==> config.mk <==
export PLATFORM = sky130hd
export DESIGN_NAME = pipe_sub32
export DESIGN_NICKNAME = d
export VERILOG_FILES = /design/src/rtl/pipe_sub32_pkg.sv /design/src/rtl/sub_slice8.sv /design/src/rtl/pipe_sub32.sv
export SDC_FILE = /design/constraint.sdc
export NUM_CORES = 1
export LEC_CHECK = 0
export ABC_AREA = 1
export ABC_CLOCK_PERIOD_IN_PS = 1800
export CORE_ASPECT_RATIO = 1.4
export CORE_MARGIN = 10
export CORE_UTILIZATION = 40
export CTS_CLUSTER_DIAMETER = 80
export DETAILED_ROUTE_END_ITERATION = 8
export PLACE_DENSITY_LB_ADDON = 0.25
export REMOVE_ABC_BUFFERS = 1
export SYNTH_ARGS = -nofsm -noshare
export SYNTH_HDL_FRONTEND = slang
export SYNTH_HIERARCHICAL = 1
export SYNTH_SLANG_ARGS = --single-unit
==> constraint.sdc <==
create_clock -name clk -period 1.8 [get_ports clk]
set_input_delay 0.18 -clock clk [delete_from_list [all_inputs] [get_ports clk]]
set_output_delay 0.18 -clock clk [all_outputs]
set_load 0.005 [all_outputs]
==> src/rtl/pipe_sub32_pkg.sv <==
// pipe_sub32_pkg: shared widths and the slice result payload for the pipelined subtractor.
// No ports; imported by pipe_sub32 and sub_slice8.
package pipe_sub32_pkg;

  localparam int unsigned WORD_W  = 32;
  localparam int unsigned SLICE_W = 8;
  localparam int unsigned STAGES  = WORD_W / SLICE_W;

  // Result of one byte slice as produced by sub_slice8
  typedef struct packed {
    logic [SLICE_W-1:0] sum;
    logic               carry;
    logic               byteZero;
  } slice_res_t;

endpackage

==> src/rtl/sub_slice8.sv <==
// sub_slice8: combinational byte slice computing a + ~b + cin.
// Ports:
//   a, b   : operand bytes
//   cin    : carry in (1 into the least significant slice)
//   res_c  : packed sum byte, carry-out and byte==0 flag
module sub_slice8
  import pipe_sub32_pkg::*;
(
  input  logic [SLICE_W-1:0] a,
  input  logic [SLICE_W-1:0] b,
  input  logic               cin,
  output slice_res_t         res_c
);

  localparam int unsigned SUM_W = SLICE_W + 1;

  logic [SUM_W-1:0] total;

  // Extra top bit captures the carry-out of the byte add
  assign total = {1'b0, a} + {1'b0, ~b} + SUM_W'(cin);

  assign res_c.sum      = total[SLICE_W-1:0];
  assign res_c.carry    = total[SLICE_W];
  assign res_c.byteZero = (total[SLICE_W-1:0] == '0);

endmodule

==> src/rtl/pipe_sub32.sv <==
// pipe_sub32: 4-stage pipelined 32-bit subtractor, one byte per stage, valid/ready on both sides.
// Ports:
//   clk, rst             : clock, synchronous active-high reset
//   in_valid / in_ready  : input handshake for the operand pair a, b
//   out_valid / out_ready: output handshake for diff and flags
//   diff                 : a - b modulo 2^32
//   borrow, zero, neg, ovf: unsigned borrow, diff==0, diff[31], signed overflow
module pipe_sub32
  import pipe_sub32_pkg::*;
#(
  parameter int unsigned SLICE_W = 8,
  parameter int unsigned STAGES  = 4
) (
  input  logic              clk,
  input  logic              rst,
  input  logic              in_valid,
  output logic              in_ready,
  input  logic [WORD_W-1:0] a,
  input  logic [WORD_W-1:0] b,
  output logic              out_valid,
  input  logic              out_ready,
  output logic [WORD_W-1:0] diff,
  output logic              borrow,
  output logic              zero,
  output logic              neg,
  output logic              ovf
);

  localparam int unsigned SW = SLICE_W;

  logic              adv;
  logic [STAGES-1:0] vld;

  // Stage 0: low diff byte plus skewed upper operand bytes
  logic [SW-1:0]          s0Diff;
  logic                   s0Carry, s0Zero;
  logic [WORD_W-SW-1:0]   s0A, s0B;
  // Stage 1
  logic [2*SW-1:0]        s1Diff;
  logic                   s1Carry, s1Zero;
  logic [WORD_W-2*SW-1:0] s1A, s1B;
  // Stage 2 (top byte still holds a[31], b[31] for overflow)
  logic [3*SW-1:0]        s2Diff;
  logic                   s2Carry, s2Zero;
  logic [SW-1:0]          s2A, s2B;
  // Stage 3: output registers
  logic [WORD_W-1:0]      s3Diff;
  logic                   s3Borrow, s3Zero, s3Neg, s3Ovf;

  slice_res_t r0_c, r1_c, r2_c, r3_c;

  sub_slice8 uSlice0 (.a(a[SW-1:0]), .b(b[SW-1:0]), .cin(1'b1),    .res_c(r0_c));
  sub_slice8 uSlice1 (.a(s0A[SW-1:0]), .b(s0B[SW-1:0]), .cin(s0Carry), .res_c(r1_c));
  sub_slice8 uSlice2 (.a(s1A[SW-1:0]), .b(s1B[SW-1:0]), .cin(s1Carry), .res_c(r2_c));
  sub_slice8 uSlice3 (.a(s2A),          .b(s2B),          .cin(s2Carry), .res_c(r3_c));

  // Whole pipe moves together unless the output is held by the consumer
  assign adv      = !vld[STAGES-1] | out_ready;
  assign in_ready = adv;

  // Stage data loads only behind a valid entry so bubbles leave data untouched
  always_ff @(posedge clk) begin
    if (rst) begin
      vld      <= '0;
      s0Diff   <= '0; s0Carry <= 1'b0; s0Zero <= 1'b0; s0A <= '0; s0B <= '0;
      s1Diff   <= '0; s1Carry <= 1'b0; s1Zero <= 1'b0; s1A <= '0; s1B <= '0;
      s2Diff   <= '0; s2Carry <= 1'b0; s2Zero <= 1'b0; s2A <= '0; s2B <= '0;
      s3Diff   <= '0;
      s3Borrow <= 1'b0; s3Zero <= 1'b0; s3Neg <= 1'b0; s3Ovf <= 1'b0;
    end else if (adv) begin
      vld <= {vld[STAGES-2:0], in_valid};
      if (in_valid) begin
        s0Diff  <= r0_c.sum;
        s0Carry <= r0_c.carry;
        s0Zero  <= r0_c.byteZero;
        s0A     <= a[WORD_W-1:SW];
        s0B     <= b[WORD_W-1:SW];
      end
      if (vld[0]) begin
        s1Diff  <= {r1_c.sum, s0Diff};
        s1Carry <= r1_c.carry;
        s1Zero  <= s0Zero & r1_c.byteZero;
        s1A     <= s0A[WORD_W-SW-1:SW];
        s1B     <= s0B[WORD_W-SW-1:SW];
      end
      if (vld[1]) begin
        s2Diff  <= {r2_c.sum, s1Diff};
        s2Carry <= r2_c.carry;
        s2Zero  <= s1Zero & r2_c.byteZero;
        s2A     <= s1A[WORD_W-2*SW-1:SW];
        s2B     <= s1B[WORD_W-2*SW-1:SW];
      end
      if (vld[2]) begin
        s3Diff   <= {r3_c.sum, s2Diff};
        s3Borrow <= !r3_c.carry;
        s3Zero   <= s2Zero & r3_c.byteZero;
        s3Neg    <= r3_c.sum[SW-1];
        s3Ovf    <= (s2A[SW-1] != s2B[SW-1]) & (r3_c.sum[SW-1] != s2A[SW-1]);
      end
    end
  end

  assign out_valid = vld[STAGES-1];
  assign diff      = s3Diff;
  assign borrow    = s3Borrow;
  assign zero      = s3Zero;
  assign neg       = s3Neg;
  assign ovf       = s3Ovf;

endmodule

== Yosys cells after proc, flatten, opt, wreduce, memory -nomap -nowiden ==
Index checks and enable logic that the tools add are counted.
Widths: inputs -> output; s select.
Word-level totals
  word-level logic and storage cells: 50
  input port bits: 68
  register bits: 190
  output and inout bits: 38
Cells by class
  equality and inequality tests: 2
  bitwise gates (word level): 9
  reductions and logical operators: 10
  add/sub/neg operators: 8
Operator list (number)
  $add 8x8->9: 4
  $logic_not 8->1: 4
  $not 8->8: 4
  $add 9x1->9: 3
  $add 9x1->9 const B: 1
  $reduce_and 2->1: 4
  $and 1x1->1: 4
  $logic_not 1->1: 2
  $ne 1x1->1: 2
  $or 1x1->1: 1

== Logic depth before layout (Yosys ltp) ==
Gate-level depths: netlist of the first run.
  depth after elaboration: 5
  depth in mapped cells: 17
  mapped depth without buffers: 17

== Cells and area by module ==
Netlist of the first run, hierarchy kept.
By module, submodules not included
  pipe_sub32: times used 1, seq. area each 3783.6 µm², cells an instance 835, area each 6588.8 µm²
  sub_slice8 at uSlice2: times used 1, seq. area each 0.0 µm², cells an instance 92, area each 526.8 µm²
  sub_slice8 at uSlice1: times used 1, seq. area each 0.0 µm², cells an instance 92, area each 515.5 µm²
  sub_slice8 at uSlice0: times used 1, seq. area each 0.0 µm², cells an instance 92, area each 496.7 µm²
  sub_slice8 at uSlice3: times used 1, seq. area each 0.0 µm², cells an instance 92, area each 483.0 µm²

== Worst setup path before layout of the first run ==
No wires, ideal clock.
  path type: reg-to-reg
  start: register s2B[0]
  end: register s3Zero (netlist: zero)
  clock period less this slack: 1.847 ns
  path slack: -0.047 ns
  data required time: 1.687 ns
  buffers on the path: 0
  stages on the path, launching flop included: 15
  library setup time: 0.113 ns
  data arrival time: 1.735 ns
  cells stage by stage: dfxtp_1 > inv_1 > fa_1 > inv_1 > fa_1 > nand2_1 > nor2_1 > nand3_1 > nor2_1 > nand2_1 > nor2_2 > nand2_1 > nand2_1 > nand2_1 > nor2_1
RTL lines
  from (decl): line pipe_sub32.sv:45  | logic [SW-1:0] s2A, s2B;
  from (signal assigned): line pipe_sub32.sv:91  | s2B <= s1B[WORD_W-2*SW-1:SW];
  to (signal assigned): line pipe_sub32.sv:96  | s3Zero <= s2Zero & r3_c.byteZero;
  to (decl): line pipe_sub32.sv:48  | logic s3Borrow, s3Zero, s3Neg, s3Ovf;

==> results of run 1 <==
==> worst paths after layout <==
check                                from         to  slack, ns  cells past startpoint
worst max-delay path              s2Carry       zero      -0.14                     16
worst min-delay path                 a[0]  s0Diff[0]       0.25                      4
worst max register to register    s2Carry       zero      -0.14                     16
worst min register to register  s2Diff[5]  s2Diff[5]       0.48                      2
==> power groups by stage <==
| stage | clock (mW) | combinational [mW] | sequential (mW) |
|---|---|---|---|
| after floorplan | 0 | 1.19 | 4.64 |
| after global placement | 0 | 1.78 | 4.66 |
| after detailed placement | 0 | 1.81 | 4.67 |
| after CTS | 3.90 | 1.85 | 4.57 |
| after global routing | 4.05 | 2.19 | 4.61 |
| final | 3.79 | 1.90 | 4.58 |
==> synthesized netlist by cell type <==
cell type,number
nor2_1,383
dfxtp_1,189
o21ai_0,160
nand2_1,131
inv_1,110
ha_1,28
clkbuf_1,24
nand3_1,24
o21ai_1,20
nand2_2,18
a21oi_1,17
buf_2,15
nand3_2,14
nor2_2,10
fa_1,8
inv_2,7
nand3b_1,7
buf_4,6
buf_6,6
nand2_4,6
clkbuf_2,5
clkinv_1,5
or2_4,4
a21oi_2,1
buf_8,1
conb_1,1
inv_4,1
nand3b_2,1
nor3_1,1
==> through the flow <==
stage	util, %	instances	hold WS, ns
2_1_floorplan	-	1146	0.249
3_3_place_gp	47.4	1542	0.456
3_5_place_dp	47.4	1542	0.464
4_1_cts	50.5	1574	0.305
5_1_grt	51.3	1577	0.293
6_report	51.3	1577	0.250
==> sequential cells by signal, indices dropped and copies added, names as in the netlist, 8 cells and up <==
signal and flops:
diff 32, s0A 24, s0B 24, s2Diff 24, s1A 16, s1B 16
s1Diff 16, s0Diff 8, s2A 8, s2B 8
==> repair_timing <==
action / CTS / global route
resized for setup: 35 / 38
setup endpoints to repair: 12 / 18
pin swaps: 13 / 22
setup buffers: 0 / 1
==> area by class of cell <==
type,instances,area [um^2]
timing repair buffer,137,1450
antenna,2,5.00
clock inverter,15,184
fill,2111,10300
clock buffer,17,425
multi-input combinational,834,4230
sequential,189,3800
tap,260,325
inverter,123,467
==> cell families (layout without fill, tap and decap cells) <==
logic type | Yosys count | in the layout | share of synthesized area, %
flops | 189 | 189 | 43.9
compound gates | 198 | 198 | 11.6
fa+ha+maj | 36 | 36 | 5.93
buf+inv | 180 | 292 | 9.08
simple gates | 599 | 599 | 29.5
other cells | 1 | 3 | 0.0436
==> layer usage <==
metal / global-route usage, % / share of wire (%) / vias up
met5: 0 / 0 / -
met4: 6.12 / 2.5 / 0
met3: 3.33 / 3.8 / 32
met2: 24.0 / 51 / 111
met1: 15.5 / 43 / 3244
li1: - / - / 3940
==> worst register-to-register path: cells and delay by family (launching register included) <==
kind,cells,cell delay [ns]
adders and majority gates,2,0.58
and+or+nand+nor,12,0.84
buffers and inverters,2,0.12
DFF,1,0.35
==> results.tsv, run 1 <==
stage	metric	value	unit
cells_and_area	commonest non-fill, non-tap cell in the layout	nor2_1	
drt	Post-DRT Antenna Nets	0	
drt	First-pass DRT Iterations	4	
drt	Vias/cell	4.65	
pwr	switching portion of total power	29.9	%
place	HPWL Detailed	13600	um
sta	Final min period	1.94	ns
drt	wire per inst	12.0	um
clocking	Sink Count	189	
floorplan	core area	21200	um^2
clocking	hold bufs inserted after CTS	0	
synthesis	largest cells by area after synthesis	dfxtp_1 (44%), nor2_1 (17%), o21ai_0 (9.3%), nand2_1 (5.7%), inv_1 (4.8%)	
global_routing	pin count of the biggest net entering global routing	56	
synthesis	count of different cell masters after synthesis	29	
pwr	Total Power	10.3	mW
setup_path	CP Data Arrival Time	2.33	ns
floorplan	row count	63	
outcome	failing checks	negative setup slack	
sta	clock skew	0.0109	ns
synthesis	Post-Synthesis Cells	1203	
pwr	Peak VDD IR	718	uV
setup_path	Worst Setup Start Kind	flop	
setup_path	crit path cell chain	fa_2, inv_2, fa_2, inv_2, nand2_2, nand2_2, nand3_2, nand2_1, nand2_1, nand2_1, nand2_1, nor2_2, nand2_1, nand2_1, nand2_1, nor2_1	
synthesis	sequential element share of the synthesized area	43.9	%
floorplan	starting density of the core	40.6	%
sta	# setup viols final	6	
sta	RSZ-0062 raised after global routing	true	
setup_path	CP most frequent cell	nand2_1	
cells_and_area	most frequent cells in the layout	nor2_1 (381), dfxtp_1 (179), o21ai_0 (157)	
floorplan	Ports	106	
drt	Vias	7327	
synthesis	Post-Syn Area	8610	um^2
global_routing	antenna violations before repair	2	
pwr	sw power	3.07	mW
floorplan	die area	27900	um^2
drt	Remaining DRCs	0	
flow_run	Max-Cap Viols	0	
synthesis	Synth Register Bits	189	
pwr	Leak	4.73	nW
global_routing	first-pass GRT wire length	31800	um
synthesis	Synth Warn #	6	
synthesis	cell taking the most area after synthesis	dfxtp_1	
place	placed cell areas	10100	um^2
synthesis	top-area cell type share of the netlist area	43.9	%
pwr	Power Density	943	nW/um^2
setup_path	crit path kind	flop to flop	
pwr	power share of the combinational group	18.5	%
clocking	number of buffers created by CTS	17	
sta	achievable clock frequency	515	MHz
setup_path	crit-path max cell delay	0.35	ns
sta	PnR worst setup slack	-0.143	ns
clocking	Clock Path Buffers	2	
place	GP Congestion	0.855	
cells_and_area	fraction of layout cells with a size suffix above 1	14.4	%
outcome	outcome	finished with violations	
clocking	TritonCTS clock tree	done	
drt	initial drt markers	280	
cells_and_area	fin area	10900	um^2
hold_path	HP Class	input pin to flop	
cells_and_area	nets	1406	
setup_path	CP endpoint kind	flop	
global_routing	grt ovf	0	
clocking	Worst-path clk slew	0.07	ns
floorplan	Vert. Die Dim	194	um
sta	post-route clock period utilization	108	%
setup_path	Bufs and invs on worst path	2	
setup_path	Worst Path Required	2.19	ns
place	IO Port Bufs	105	
setup_path	Slowest-stage cell, CP	dfxtp_2	
place	pre-CTS WS	-0.442	ns
pwr	Seq pwr share	44.6	%
sta	endpoints failing hold	0	
synthesis	post-synthesis area per instance	7.16	um^2
pwr	clock power share	36.9	%
drt	Routed Wire Length	18900	um
global_routing	vias in the first global route	7025	
setup_path	Max Fanout on Critical Path	3	
clocking	depth of the CTS H-tree	4	
global_routing	GRT Resource Usage Total	13.8	%
floorplan	Die X	144	um
sta	setup TNS	-0.380	ns
cells_and_area	area grow syn2layout	26.4	%
sta	Slew Viols, Final	0	
clocking	CTS root buf	clkbuf_16	
pwr	internal power	7.19	mW
clocking	clk_lat worst skew	0.45	ns
setup_path	CP top delay family	simple AND/OR/NAND/NOR gates	
Note: power is estimated with default switching activity, not from simulation.
==> inputs of run 2 (changes only) <==
--- a/config.mk
+++ b/config.mk
@@ -5,7 +5,7 @@
 export SDC_FILE = /design/constraint.sdc
 export NUM_CORES = 1
 export LEC_CHECK = 0
-export ABC_AREA = 1
+export ABC_AREA = 0
 export ABC_CLOCK_PERIOD_IN_PS = 1800
 export CORE_ASPECT_RATIO = 1.4
 export CORE_MARGIN = 10
==> run 2 against run 1 <==
  * The flow still finishes with violations (negative setup slack)
  * Cell area grew 3.2%
  * First-iteration DRC count rose by 82%
  * Flip-flop and latch count did not move
  * Sequential share of layout area is 1.1 points lower
  * Critical path depth fell by 7
  * Largest power group unchanged
  * Via count rose by 5.3%
  * Largest cell class unchanged
  * Die area increased by 1.6%
  * Clock skew decreased by 0.0033 ns
  * Utilization grew 0.44 points
  * Global-route usage rose by 1.2 points
==> results.tsv, run 2 <==
stage	metric	value	unit	change
cells_and_area	nets	1268		was 1406
setup_path	CP endpoint kind	flop		unchanged
synthesis	Post-synth top flop	dfxtp_1		unchanged
cells_and_area	diode count	0		was 2
sta	Slew Viols, Final	0		unchanged
sta	PnR worst setup slack	-0.507	ns	was -0.143 ns
synthesis	Synth Warn #	6		unchanged
setup_path	Worst Setup Start Kind	flop		unchanged
synthesis	fraction of registers with async set/reset	0	%	unchanged
synthesis	Post-Synthesis Cells	1058		was 1203
sta	setup TNS	-4.45	ns	was -0.380 ns
pwr	switching portion of total power	26.1	%	was 29.9%
place	HPWL Detailed	14000	um	was 13600 um
synthesis	top-area cell type share of the netlist area	43.2	%	was 43.9%
outcome	failing checks	negative setup slack		unchanged
outcome	outcome	finished with violations		unchanged
drt	Vias/cell	5.24		was 4.65
clocking	CTS root buf	clkbuf_16		unchanged
floorplan	row count	64		was 63
global_routing	first-pass GRT wire length	36300	um	was 31800 um
cells_and_area	commonest non-fill, non-tap cell in the layout	a21oi_1		was nor2_1
synthesis	Commonest cells post-synth	a21oi_1 (200), dfxtp_1 (189), o21ai_0 (186), nand3_1 (180), inv_1 (47)		was nor2_1 (383), dfxtp_1 (189), o21ai_0 (160), nand2_1 (131), inv_1 (110)
synthesis	Synth Register Bits	189		unchanged
sta	Final min period	2.31	ns	was 1.94 ns
cells_and_area	fraction of layout cells with a size suffix above 1	18.8	%	was 14.4%
pwr	power share of the combinational group	14.5	%	was 18.5%
sta	clock skew	0.00766	ns	was 0.0109 ns
drt	initial drt markers	510		was 280
place	IO Port Bufs	105		unchanged
pwr	clock power share	38.7	%	was 36.9%
floorplan	Vert. Die Dim	195	um	was 194 um
drt	Routed Wire Length	21800	um	was 18900 um
hold_path	HP Class	input pin to flop		unchanged
synthesis	top-count cell post-synth	a21oi_1		was nor2_1
setup_path	reg2reg start	s2A[0]		was s2Carry
pwr	Seq pwr share	46.8	%	was 44.6%
place	GP Congestion	0.788		was 0.855
place	pre-CTS WS	-0.835	ns	was -0.442 ns
clocking	Worst-path clk slew	0.07	ns	about the same
drt	Remaining DRCs	0		unchanged
floorplan	core area	21700	um^2	was 21200 um^2
sta	hold_ws	0.0359	ns	was 0.250 ns
sta	RSZ-0062 raised after global routing	true		unchanged
floorplan	die area	28300	um^2	was 27900 um^2
floorplan	starting density of the core	40.4	%	was 40.6%
global_routing	vias in the first global route	7523		was 7025
global_routing	antenna violations before repair	0		was 2
pwr	Power Density	837	nW/um^2	was 943 nW/um^2
pwr	Leak	3.93	nW	was 4.73 nW
synthesis	cell taking the most area after synthesis	dfxtp_1		unchanged
cells_and_area	max reg flops	32		unchanged
drt	Vias	7718		was 7327
clocking	hold bufs inserted after CTS	0		unchanged
synthesis	Post-Syn Area	8760	um^2	was 8610 um^2
clocking	TritonCTS clock tree	done		unchanged
pwr	internal power	6.95	mW	was 7.19 mW
cells_and_area	fin area	11200	um^2	was 10900 um^2
setup_path	Max Fanout on Critical Path	2		was 3
sta	post-route clock period utilization	128	%	was 108%
flow_run	Max-Cap Viols	0		unchanged
synthesis	post-synthesis area per instance	8.28	um^2	was 7.16 um^2
drt	Post-DRT Antenna Nets	0		unchanged
sta	achievable clock frequency	433	MHz	was 515 MHz
pwr	Peak VDD IR	699	uV	was 718 uV
sta	Slew HR	66.0	%	
clocking	number of buffers created by CTS	17		unchanged
setup_path	Critical path origin	s2A[0]		was s2Carry
clocking	clk_lat worst skew	0.44	ns	was 0.45 ns
hold_path	hold path start	in_valid		was a[0]
global_routing	grt ovf	0		unchanged
place	placed cell areas	10300	um^2	was 10100 um^2
synthesis	sequential element share of the synthesized area	43.2	%	was 43.9%
floorplan	Ports	106		unchanged
cells_and_area	area grow syn2layout	28.2	%	was 26.4%
setup_path	Worst Path Required	2.17	ns	was 2.19 ns
clocking	Clock Path Buffers	2		unchanged
synthesis	Post-synth EDFFs	0		unchanged
pwr	sw power	2.45	mW	was 3.07 mW
clocking	depth of the CTS H-tree	4		unchanged
setup_path	CP Data Arrival Time	2.68	ns	was 2.33 ns
sta	worst slew pin tran	0.509	ns	
cells_and_area	Layout Utilization	51.8	%	was 51.3%
drt	First-pass DRT Iterations	4		unchanged
sta	endpoints failing hold	0		unchanged
floorplan	Die X	145	um	was 144 um
synthesis	largest cells by area after synthesis	dfxtp_1 (43%), a21oi_1 (11%), o21ai_0 (11%), nand3_1 (10%), ha_1 (4.0%)		was dfxtp_1 (44%), nor2_1 (17%), o21ai_0 (9.3%), nand2_1 (5.7%), inv_1 (4.8%)
cells_and_area	most frequent cells in the layout	a21oi_1 (185), o21ai_0 (180), dfxtp_1 (180)		was nor2_1 (381), dfxtp_1 (179), o21ai_0 (157)
drt	wire per inst	14.8	um	was 12.0 um
clocking	Sink Count	189		unchanged
global_routing	pin count of the biggest net entering global routing	87		was 56
setup_path	crit path kind	flop to flop		unchanged
sta	# setup viols final	15		was 6
global_routing	GRT Resource Usage Total	15.0	%	was 13.8%
synthesis	count of different cell masters after synthesis	46		was 29
==> run 2: cell count changes after synthesis, moves of 15 or more <==
| cell | before | now |
|---|---|---|
| o21ai_0 | 160 | 186 |
| a21oi_1 | 17 | 200 |
| inv_1 | 110 | 47 |
| buf_4 | 6 | 21 |
| nand2_1 | 131 | 6 |
| nand3_1 | 24 | 180 |
| nand2_2 | 18 | 0 |
| clkbuf_1 | 24 | 46 |
| nor2_1 | 383 | 9 |
==> run 2: per-stage QoR <==
| step | power (mW) | std cells |
|---|---|---|
| after global routing | 9.82 | 1474 |
| after global placement | 5.70 | 1433 |
| after detailed placement | 5.72 | 1433 |
| final | 9.40 | 1474 |
| after CTS | 9.42 | 1471 |
| after floorplan | 5.09 | 954 |
==> run 2: worst max-delay path, cell delays in order, from the launching register on <==
cell	delay (ns)
dfxtp_2	0.33
fa_2	0.40
buf_4	0.15
a211oi_2	0.20
o21ai_2	0.10
xor2_1	0.16
or4b_1	0.54
nor3_2	0.11
nand4_1	0.12
a21oi_1	0.13
==> run 2: final cells by class <==
type                       count  area [um^2]
sequential                   189         3800
fill                        2087        10500
inverter                      49          191
clock buffer                  18          429
timing repair buffer         191         1840
clock inverter                14          135
tap                          297          372
multi-input combinational    716         4470
==> run 2: kinds of logic after synthesis <==
group / count (synthesis) / share of synthesized area [%]
AO/OA/AOI/OAI: 439 / 26.9
flip-flops: 189 / 43.2
AND/OR/NAND/NOR: 224 / 13.5
XOR/XNOR: 16 / 1.60
adder cells (fa/ha/maj): 36 / 5.82
buffers and inverters: 153 / 8.98
other: 1 / 0.0428
==> run 2: routing by layer <==
layer / track usage (%) / wire length, um
met1: 17.4 / 9540
met2: 26.6 / 11200
met3: 3.15 / 729
met4: 5.22 / 320
met5: 0 / 0
==> run 2: power by group through the flow <==
stage	Combinational, mW	Sequential (mW)	Clock (mW)
final	1.37	4.40	3.64
after floorplan	0.595	4.50	0
after global routing	1.50	4.42	3.90
after CTS	1.31	4.40	3.71
after detailed placement	1.22	4.49	0
after global placement	1.21	4.49	0
==> run 2: timing repair <==
action | CTS | global route
pin swaps | 35 | 28
endpoints found under the setup margin | 27 | 26
buffers inserted | 6 | 3
resized for setup | 69 | 36
==> run 2: final timing paths <==
kind | depth (start not counted) | to | slack (ns)
setup / recovery | 9 | zero | -0.51
hold / removal | 3 | s0B[14] | 0.04
setup reg to reg | 9 | zero | -0.51
hold reg to reg | 2 | s1A[15] | 0.46
==> patch: new RTL, settings of run 2 <==
The parameter `STAGES` goes from 4 to 8.
--- a/src/rtl/pipe_sub32.sv
+++ b/src/rtl/pipe_sub32.sv
@@ -9,7 +9,7 @@
   import pipe_sub32_pkg::*;
 #(
   parameter int unsigned SLICE_W = 8,
-  parameter int unsigned STAGES  = 4
+  parameter int unsigned STAGES  = 8
 ) (
   input  logic              clk,
   input  logic              rst,
Function: changed (Yosys sat finds a counterexample within 10 cycles, from zero or initial values and one cycle with rst high).
==> patch against run 2 <==
Largest cell class unchanged; sequential share of layout area barely moved; worst hold slack improved by 0.0095 ns; largest power group unchanged; highest routed layer unchanged; wire length rose by 4.4%; sequential power rose by 2%; sequential cell count rose by 4; cell count rose by 1.5%; critical endpoint unchanged; critical path type unchanged; maximum frequency rose by 0.73%; total power rose by 0.13%; the flow still finishes with violations (negative setup slack); final area rose by 2.0%; synthesized area rose by 0.30%; setup slack improved by 0.017 ns; clock power fell by 1%.
==> patch: results (changes against run 2) <==
- Global-route wire length before repair: 37800 um (+4.1%)
- 1st-pass router iterations: 6 (+2)
- Clock Latency Late Sink: 0.44 ns (about the same)
- Post-cts resize count: 63 (-8.7%)
- Fraction of layout cells with a size suffix above 1: 18.8% (+0.072 points)
- # diodes: 0 (unchanged)
- Pre-CTS setup slack: -0.919 ns (-0.0836 ns)
- Critical path peak fanout: 2 (unchanged)
- Failing checks: negative setup slack
- HPWL after DPL: 15000 um (+7.4%)
- Hold Path Stages: 2 (-1)
- Vias/cell: 5.33 (+1.7%)
- Largest net degree at the start of global routing: 73 (-16%)
- Layout net count: 1291 (+1.8%)
- Clock tree buffer depth: 2 (unchanged)
- Worst path max stage delay: 0.54 ns (about the same)
- Synth area leaders: dfxtp_1 44%, a21oi_1 12%, o21ai_0 11%, nand3_1 10%, ha_1 4.0%
- Ys async rst share: 0% (unchanged)
- Arr. time, crit path: 2.67 ns (about the same)
- Syn_area_per_cell: 8.18 um^2 (-1.3%)
- Warnings, synthesis: 6 (unchanged)
- Seq/Total Area, Yosys: 44.0% (+0.78 points)
- FF-to-FF path depth: 9 (unchanged)
- Initial drt markers: 515 (+0.98%)
- Final setup fails: 16 (+1)
- Worst r2r src: s2A[0]
- Final WS setup: -0.490 ns (+0.0166 ns)
- Top post-synthesis cells by count: 204 x a21oi_1, 193 x dfxtp_1, 190 x o21ai_0
- CP delay by family, top: simple AND/OR/NAND/NOR gates
- Yosys cell types: 44 (-4.3%)
- Routed vias: 7970 (+3.3%)
- Maximum VDD drop: 0.672 mV (-3.9%)
- Pleak: 0.00402 uW (+2.4%)
- Setup TNS: -4.65 ns (-0.207 ns)
- Min-delay src: rst
- CTS buffer count: 17 (unchanged)
- R2R setup slack: -0.49 ns (+0.02 ns)
- Placed cell count: 1455 (+1.5%)
- WL final: 22700 um (+4.4%)
- Clk slew on worst S/H paths: 0.08 ns
- Clock Skews: 0.0109 ns (+0.00326 ns)
- Critical R2R Capture: zero
- Gpl congestion: 0.802 (+1.9%)
- Dpl cell area: 0.0105 mm^2 (+1.6%)
- Hold Path Sink: s1A[0]
- Hold Slack: 0.0454 ns (+0.00946 ns)
- Status: complete, but fails checks
- Max reg flops: 32 (unchanged)
- Vias in the first global route: 7821 (+4.0%)
- Total GRT Usage: 15.6% (+0.64 points)
- Relative slew margins: 60.0% (-6.1 points)
- Worst min-delay path class: in2reg
-- patch: changes by cell type in the layout (fill, tap and decap cells not counted), sizes merged --
cell,before,now
nand2,6,14
buf,90,96
dfxtp,189,193
a21oi,205,208
clkbuf,19,17
clkinv,5,7
clkinvlp,3,1
dlygate4sd2,5,7
nor2,9,11
bufinv,1,0
clkdlybuf4s50,93,92
inv,54,55
-- patch: final cells by class --
type	count	area (um^2)
clock inverters	14	129
multi-input cells	729	4570
well taps	297	372
inverters	49	191
clock buffers	17	425
fillers	2130	10300
repair buffers	197	1900
flip-flops and latches	193	3870
-- patch: worst max path at each step --
stage | start | end | slack [ns]
3_5_place_dp | a[0] | s0Zero | -0.92
5_1_grt | s2A[0] | zero | -0.60
6_report | s2A[0] | zero | -0.49
4_1_cts | s2B[0] | zero | -0.49
2_1_floorplan | vld[7] | borrow | -2.44
3_3_place_gp | a[0] | s0Zero | -0.84
-- patch: logic make-up (layout without fill, tap and decap cells) --
family | after synthesis | count (layout) | synth area share (%)
AO/OA/AOI/OAI | 442 | 442 | 26.9
XOR/XNOR | 16 | 16 | 1.59
adder cells (fa/ha/maj) | 36 | 36 | 5.81
buffers and inverters | 153 | 277 | 7.86
flip-flops | 193 | 193 | 44.0
other | 1 | 1 | 0.0427
AND/OR/NAND/NOR | 234 | 234 | 13.9
-- patch: metal layers --
metal	wire length, um	vias up	GRT usage [%]
met4	422	0	5.86
met1	9730	3810	17.9
met2	12000	101	28.3
li1	-	4034	-
met3	597	25	2.75
met5	0	-	0
-- patch: power breakdown --
group | leakage [uW] | switching [uW] | internal, uW
logic | 0.00218 | 651 | 697
clock network | 0.000273 | 1770 | 1820
registers | 0.00157 | 67.3 | 4410
